==> config.mk <==
export PLATFORM = sky130hd
export DESIGN_NAME = replay_cmd_player
export DESIGN_NICKNAME = d
export VERILOG_FILES = /design/src/rtl/replay_pkg.sv /design/src/rtl/replay_step_counter.sv /design/src/rtl/replay_cmd_player.sv
export SDC_FILE = /design/constraint.sdc
export NUM_CORES = 1
export LEC_CHECK = 0
export ABC_AREA = 1
export CORE_ASPECT_RATIO = 0.7
export CORE_MARGIN = 1.5
export CORE_UTILIZATION = 35
export DETAILED_ROUTE_END_ITERATION = 10
export GPL_ROUTABILITY_DRIVEN = 0
export GPL_TIMING_DRIVEN = 0
export SETUP_SLACK_MARGIN = 0.4
export SYNTH_ARGS = -nofsm -noshare
export SYNTH_HDL_FRONTEND = slang
export SYNTH_HIERARCHICAL = 1
export SYNTH_SLANG_ARGS = --single-unit
==> constraint.sdc <==
create_clock -name clock -period 13.5 [get_ports clock]
set_input_delay 2.7 -clock clock [delete_from_list [all_inputs] [get_ports clock]]
set_output_delay 2.7 -clock clock [all_outputs]
set_load 0.1 [all_outputs]
==> src/rtl/replay_pkg.sv <==
// Shared types and constants for the replay command player.
package replay_pkg;

    localparam int unsigned EXITCODE_W = 32;
    localparam int unsigned STEP_CNT_W = 32;
    localparam int unsigned MM_CNT_W   = 32;

    typedef enum logic [1:0] {
        OP_POKE   = 2'd0,
        OP_STEP   = 2'd1,
        OP_EXPECT = 2'd2,
        OP_FINISH = 2'd3
    } cmd_op_e;

    typedef enum logic [1:0] {
        ST_IDLE = 2'd0,
        ST_STEP = 2'd1,
        ST_DONE = 2'd2
    } state_e;

    // Increment that sticks at all-ones instead of wrapping.
    function automatic logic [MM_CNT_W-1:0] sat_inc(input logic [MM_CNT_W-1:0] v);
        return (v == '1) ? v : v + MM_CNT_W'(1);
    endfunction

endpackage

==> src/rtl/replay_step_counter.sv <==
// Step countdown: loaded with the step count, decremented once per
// enabled cycle; done_c flags the final step cycle.
module replay_step_counter
    import replay_pkg::*;
(
    input  logic                  clock,
    input  logic                  reset,
    input  logic                  load,
    input  logic [STEP_CNT_W-1:0] value,
    input  logic                  enable,
    output logic                  done_c
);

    logic [STEP_CNT_W-1:0] count;

    // Remaining steps; reset discards any pending count.
    always_ff @(posedge clock or posedge reset) begin
        if (reset) begin
            count <= '0;
        end else if (load) begin
            count <= value;
        end else if (enable && (count != '0)) begin
            count <= count - STEP_CNT_W'(1);
        end
    end

    assign done_c = (count == STEP_CNT_W'(1));

endmodule

==> src/rtl/replay_cmd_player.sv <==
// Replay command player: consumes a POKE/STEP/EXPECT/FINISH command
// stream and drives a DUT's inputs, clock enable and result reporting.
// Optional build macro REPLAY_FIRST_MISMATCH_EN adds capture of the
// first EXPECT mismatch (port id and observed data).
module replay_cmd_player
    import replay_pkg::*;
#(
    parameter  int unsigned DATA_W    = 64,
    parameter  int unsigned NUM_PORTS = 16,
    localparam int unsigned ID_W      = $clog2(NUM_PORTS)
) (
    input  logic                  clock,
    input  logic                  reset,
    input  logic                  cmd_valid,
    output logic                  cmd_ready,
    input  logic [1:0]            cmd_op,
    input  logic [ID_W-1:0]       cmd_id,
    input  logic [DATA_W-1:0]     cmd_data,
    output logic                  poke_valid,
    output logic [ID_W-1:0]       poke_id,
    output logic [DATA_W-1:0]     poke_data,
    output logic [ID_W-1:0]       peek_id,
    input  logic [DATA_W-1:0]     peek_data,
    output logic                  step_en,
    output logic                  exit,
    output logic [EXITCODE_W-1:0] exitcode,
    output logic [MM_CNT_W-1:0]   mismatch_count
`ifdef REPLAY_FIRST_MISMATCH_EN
    ,
    output logic                  first_mm_valid,
    output logic [ID_W-1:0]       first_mm_id,
    output logic [DATA_W-1:0]     first_mm_data
`endif
);

    state_e                state;
    state_e                next_state;
    cmd_op_e               op;
    logic                  accept;
    logic                  load_step;
    logic                  mm_now;
    logic                  step_done_c;
    logic [STEP_CNT_W-1:0] step_n;

    assign op      = cmd_op_e'(cmd_op);
    assign step_n  = STEP_CNT_W'(cmd_data);
    assign peek_id = cmd_id;
    assign mm_now  = accept && (op == OP_EXPECT) && (peek_data != cmd_data);

    replay_step_counter u_step_counter (
        .clock  (clock),
        .reset  (reset),
        .load   (load_step),
        .value  (step_n),
        .enable (state == ST_STEP),
        .done_c (step_done_c)
    );

    // State register.
    always_ff @(posedge clock or posedge reset) begin
        if (reset) begin
            state <= ST_IDLE;
        end else begin
            state <= next_state;
        end
    end

    // Next-state and command-acceptance decode.
    always_comb begin
        next_state = state;
        accept     = 1'b0;
        load_step  = 1'b0;
        case (state)
            ST_IDLE: begin
                if (cmd_valid) begin
                    accept = 1'b1;
                    if ((op == OP_STEP) && (step_n != '0)) begin
                        next_state = ST_STEP;
                        load_step  = 1'b1;
                    end else if (op == OP_FINISH) begin
                        next_state = ST_DONE;
                    end
                end
            end
            ST_STEP: begin
                if (step_done_c) begin
                    next_state = ST_IDLE;
                end
            end
            ST_DONE: begin
                next_state = ST_DONE;
            end
            default: begin
                next_state = ST_IDLE;
            end
        endcase
    end

    // Handshake and clock-enable outputs track the upcoming state.
    always_ff @(posedge clock or posedge reset) begin
        if (reset) begin
            cmd_ready <= 1'b1;
            step_en   <= 1'b0;
        end else begin
            cmd_ready <= (next_state == ST_IDLE);
            step_en   <= (next_state == ST_STEP);
        end
    end

    // POKE: one-cycle write strobe, id/data hold afterwards.
    always_ff @(posedge clock or posedge reset) begin
        if (reset) begin
            poke_valid <= 1'b0;
            poke_id    <= '0;
            poke_data  <= '0;
        end else begin
            poke_valid <= accept && (op == OP_POKE);
            if (accept && (op == OP_POKE)) begin
                poke_id   <= cmd_id;
                poke_data <= cmd_data;
            end
        end
    end

    // EXPECT mismatch counting and FINISH result capture.
    always_ff @(posedge clock or posedge reset) begin
        if (reset) begin
            mismatch_count <= '0;
            exit           <= 1'b0;
            exitcode       <= '0;
        end else begin
            if (mm_now) begin
                mismatch_count <= sat_inc(mismatch_count);
            end
            if (accept && (op == OP_FINISH)) begin
                exit     <= 1'b1;
                exitcode <= (mismatch_count == '0) ? EXITCODE_W'(cmd_data)
                                                   : EXITCODE_W'(1);
            end
        end
    end

`ifdef REPLAY_FIRST_MISMATCH_EN
    // Capture port id and observed data of the first mismatch only.
    always_ff @(posedge clock or posedge reset) begin
        if (reset) begin
            first_mm_valid <= 1'b0;
            first_mm_id    <= '0;
            first_mm_data  <= '0;
        end else if (mm_now && !first_mm_valid) begin
            first_mm_valid <= 1'b1;
            first_mm_id    <= cmd_id;
            first_mm_data  <= peek_data;
        end
    end
`endif

endmodule

* Yosys cells after proc, flatten, opt, wreduce, memory -nomap -nowiden
Cells that the tools add are included.
Cells by class: add/sub/neg operators 2, mux-type cells 13, reductions and logical operators 14, eq/ne operators 9, bitwise operators 1
Operators with widths (number):
- $mux 32 | 3
- $ne 64x64->1 | 1
- $reduce_bool 32->1 | 2
- $add 32x1->32 const B | 1
- $eq 32x1->1 const B | 1
- $eq 32x32->1 const B | 1
- $logic_not 32->1 | 1
- $sub 32x1->32 const B | 1
- $mux 2 | 4
- $eq 2x1->1 const B | 3
- $eq 2x2->1 const B | 3
- $logic_and 1x1->1 | 6
- $logic_not 2->1 | 3
- $pmux 2 s3 | 1
- $mux 1 | 5
- $reduce_and 2->1 | 1
- $reduce_bool 2->1 | 1
- $not 1->1 | 1
Storage, ports and cells: register bits after elaboration 170, logic and storage cells 49, output and inout port bits 140, input port bits 137

* Logic depth before layout (Yosys ltp)
depth after elaboration 6, depth in mapped cells 13, depth with buffers taken out 12

* Modules after synthesis
The synthesis kept the hierarchy.
By module, submodules not included:
- replay_cmd_player | instances 1, cells each 1118, seq. area each 3454.6 µm², area each 7652.3 µm²
- replay_step_counter | instances 1, cells each 441, seq. area each 800.8 µm², area each 2710.1 µm²

* Least setup slack after synthesis
Ideal clock, no wire load.
kind input to output, start point input port cmd_id[0], end point output port peek_id[0], path buffers 1, stages on the path 1, arrival 2.963 ns, slack 7.837 ns, required time 10.800 ns, path through buf_4
RTL lines:
- start: declaration | line replay_cmd_player.sv:17 | input logic [ID_W-1:0] cmd_id,
- end: declaration | line replay_cmd_player.sv:22 | output logic [ID_W-1:0] peek_id,
No word-level cell between the ends.

* Worst setup path after layout
start point input port cmd_id[3], end point output port peek_id[3]
No word-level cell between the ends.

==> run_results.csv <==
group,metric,value,unit
status,status,"finished clean",
worst_setup_path,cp.required,10.80,ns
clock_tree,cts_resized,0,
logic_synthesis,synth_area_per_cell,6.65,sq um
clock_tree,cts-root-buf,"clkbuf_16",
drt,drt_pass1_iterations,6,
worst_setup_path,cp-start-kind,"input pin",
finish,fin_area,14200,sq um
pwr,seq_power_share,0.244,
floorplanning,io_pins,277,
finish,area_growth,37.2,%
grt,grt_max_degree,89,
hold_path,min_path_type,"flop to flop",
worst_setup_path,arrival,4.46,ns
worst_setup_path,max_stage_delay,1.12,ns
logic_synthesis,synthMuxAreaShare,0,
grt,grt_antenna_before_repair,0,
logic_synthesis,synth_seq_cells,170,
pwr,swShare,0.574,
sta,fin_skew,0.0116,ns
logic_synthesis,syn_area,10400,sq um
clock_tree,cts_sinks,170,
logic_synthesis,syn-num-nets,1700,
worst_setup_path,crit_top_cell,"clkdlybuf4s50_1",
clock_tree,holdBufCountCts,0,
run,drv_cap,0,
drt,wl,37600,um
logic_synthesis,synth_compound_area_frac,0.0667,
sta,maxSlewViolCount,0,
floorplanning,rows,52,
logic_synthesis,synth_xor_area_frac,0.0211,
finish,multi_input_area,5080,sq um
place,dp_hpwl,29400,um
logic_synthesis,syn_inst,1559,
worst_setup_path,regToRegSetupSlack,10.90,ns
drt,vias,11140,
grt,grt_pass1_vias,10283,
finish,final_core_util,0.490,
logic_synthesis,yosys_warnings,6,
floorplanning,start_util,0.357,
clock_tree,htreeDepth,4,
clock_tree,cts_made_buffers,17,
floorplanning,die_height,147,um
worst_setup_path,rr_startpoint,"mismatch_count[0]",
pwr,p_leak,6.95,nW
pwr,clkPwrFrac,0.149,
sta,hold_viol,0,
floorplanning,core_area,29000,sq um
logic_synthesis,yosysSeqAreaShare,0.411,
clock_tree,clk_pin_slew,0.06,ns
sta,fmax,140,MHz
worst_setup_path,crit_cells,3,
sta,worstMarginPinSlew,1.10,ns
clock_tree,clockBufferDepth,2,
worst_setup_path,cp-endpoint,"peek_id[3]",
worst_setup_path,r2r_cells,9,
sta,setup_tns,0,ns
finish,fillers,2971,
worst_setup_path,crit_type,"input pin to output pin",
drt,drtAntennaViolNets,0,
worst_setup_path,path_buf_inv,3,
place,dp_cells,2214,
grt,grt_busiest_layer,"met1",
finish,final_nets,1996,
sta,finalSetupViolCount,0,
finish,ff_latch_area,4260,sq um
grt,met2_usage,0.355,
sta,maxSlewHeadroom,0.267,
sta,fin_crit_sh,0.530,
pwr,power.density,238,nW/um^2
finish,antenna_cells,0,
logic_synthesis,synth.distinct_cells,32,
worst_setup_path,startpoint,"cmd_id[3]",
finish,final_cells,2246,
worst_setup_path,timing.rr.end,"mismatch_count[26]",
floorplanning,die-width,209,um
sta,period_needed,7.16,ns
logic_synthesis,synth_fa_ha_area_frac,0.00483,
finish,drive_above_1_share,0.0584,
sta,whs,0.473,ns
grt,grt_use_total,0.247,
grt,grt_pass1_wl,58000,um
grt,met3_usage,0.0737,
pwr,power.internal,1.44,mW
place,place_area,13600,sq um
worst_setup_path,critPathMaxFanout,2,
worst_setup_path,critical_path.cell_chain,"clkdlybuf4s50_1, buf_4, clkdlybuf4s50_1",
pwr,ir_drop,223,uV
drt,drt_first_iter_violations,937,
pwr,power.net_switching,1.94,mW
worst_setup_path,cpLargestDelayFamily,"buffers and inverters",
clock_tree,worst_skew_pair.late_latency,0.46,ns
grt,met1_usage,0.355,
sta,rsz0062_at_grt,"no",
worst_setup_path,end_kind,"output pin",
worst_setup_path,slowest_stage,"clkdlybuf4s50_1",
logic_synthesis,yosys.area_share.simple,0.397,
clock_tree,cts_tree,"done",
pwr,combPwrFrac,0.606,
clock_tree,post-cts-setup-buffer-count,0,
drt,routed_via_density,4.96,
drt,drcViolationCount,0,
drt,wire_per_inst,16.7,um
grt,grt_overflow,0,
place,portBuffers,276,
logic_synthesis,synth_top_family_by_area,"simple AND/OR/NAND/NOR gates",
floorplanning,dieArea,30700,sq um
## layout by cell type (no fill, tap or decap), types with 3 or more instances in the layout
master,synthesis,layout
inv_1,197,195
nor4_1,8,8
nor2_1,147,147
nor2_2,4,4
nor3_1,20,20
clkbuf_1,34,35
nand3_2,12,12
nand2_1,647,647
inv_2,5,6
buf_6,5,5
clkinv_2,0,3
nor3_2,3,3
ha_1,4,4
nand2_2,3,3
buf_4,7,7
o21ai_0,101,101
dfrtp_1,169,169
nand3_1,65,65
clkinv_4,0,5
xor2_1,24,24
buf_1,4,4
clkbuf_16,0,17
inv_6,0,3
clkdlybuf4s50_1,0,276
or2_2,16,16
o21ai_2,16,16
nand4_1,53,53
## cell type report
type | instances | share of cell area
multi-input cells | 1135 | 0.357
flip-flops and latches | 170 | 0.299
repair buffers | 277 | 0.196
inverters | 203 | 0.0539
well taps | 378 | 0.0333
clock buffers | 19 | 0.0312
plain buffers | 51 | 0.0187
clock inverters | 13 | 0.0101
## cells by family (layout without fill, tap and decap cells)
logic type / Yosys count / count (layout)
DFF: 170 / 170
AOI/OAI and AO/OA: 124 / 124
adders and majority gates: 4 / 4
xor gates and xnor gates: 25 / 25
buffers and inverters: 254 / 563
and+or+nand+nor: 982 / 982
## state kept, by name (all words and copies together) (netlist names)
name,cells
poke_data,64
exitcode,32
mismatch_count,32
u_step_counter/count,32
poke_id,4
state,2
cmd_ready,1
exit,1
poke_valid,1
step_en,1
## cell usage after synthesis
master	instances	area [sq um]
a21oi_1	1	5.00
a31oi_1	2	12.5
buf_1	4	15.0
buf_4	7	52.6
buf_6	5	56.3
buf_8	1	15.0
clkbuf_1	34	128
clkinv_1	1	3.75
dfrtp_1	169	4230
dfstp_2	1	26.3
ha_1	4	50.1
inv_1	197	739
inv_2	5	18.8
nand2_1	647	2430
nand2_2	3	18.8
nand3_1	65	325
nand3_2	12	120
nand3b_1	2	15.0
nand4_1	53	332
nor2_1	147	552
nor2_2	4	25.0
nor2_4	2	22.5
nor3_1	20	100
nor3_2	3	30.0
nor4_1	8	50.1
o21ai_0	101	505
o21ai_2	16	140
o22ai_1	2	12.5
o31ai_1	2	15.0
or2_2	16	100
xnor2_1	1	8.76
xor2_1	24	210
## how the worst min path moves through the flow
| stage | startpoint | endpoint | slack [ns] | depth (start not counted) |
|---|---|---|---|---|
| finish | poke_id[2] | poke_id[2] | 0.47 | 2 |
| global route | poke_id[3] | poke_id[3] | 0.50 | 2 |
| CTS | poke_id[2] | poke_id[2] | 0.48 | 2 |
| detailed placement | poke_data[15] | poke_data[15] | 0.46 | 2 |
| global placement | exit | exit | 0.45 | 1 |
| floorplan | u_step_counter/count[31] | u_step_counter/count[31] | 0.46 | 2 |
## routing by layer
metal,wire length [um],share of wire
met4,632,0.017
met1,17800,0.47
met2,15400,0.41
met3,3720,0.099
met5,0,0
## power groups by stage
stage	Sequential (mW)	Clock, mW	Combinational [mW]
finish	0.828	0.506	2.05
global route	0.852	0.537	2.16
CTS	0.827	0.519	2.05
detailed placement	0.832	0	2.05
global placement	0.829	0	2.04
floorplan	1.82	0	0.506
## through the flow
stage,power [mW],worst slack (ns)
after floorplan,2.32,7.11
after global placement,2.86,4.70
after detailed placement,2.88,6.33
after CTS,3.40,6.33
after global routing,3.55,6.31
final,3.39,6.34
## worst min-delay path: stages, from the launching register on
cell and delay, ns:
dfrtp_1 0.34, nand2_1 0.05, nand2_1 0.05
Note: power is estimated with default switching activity, not from simulation.
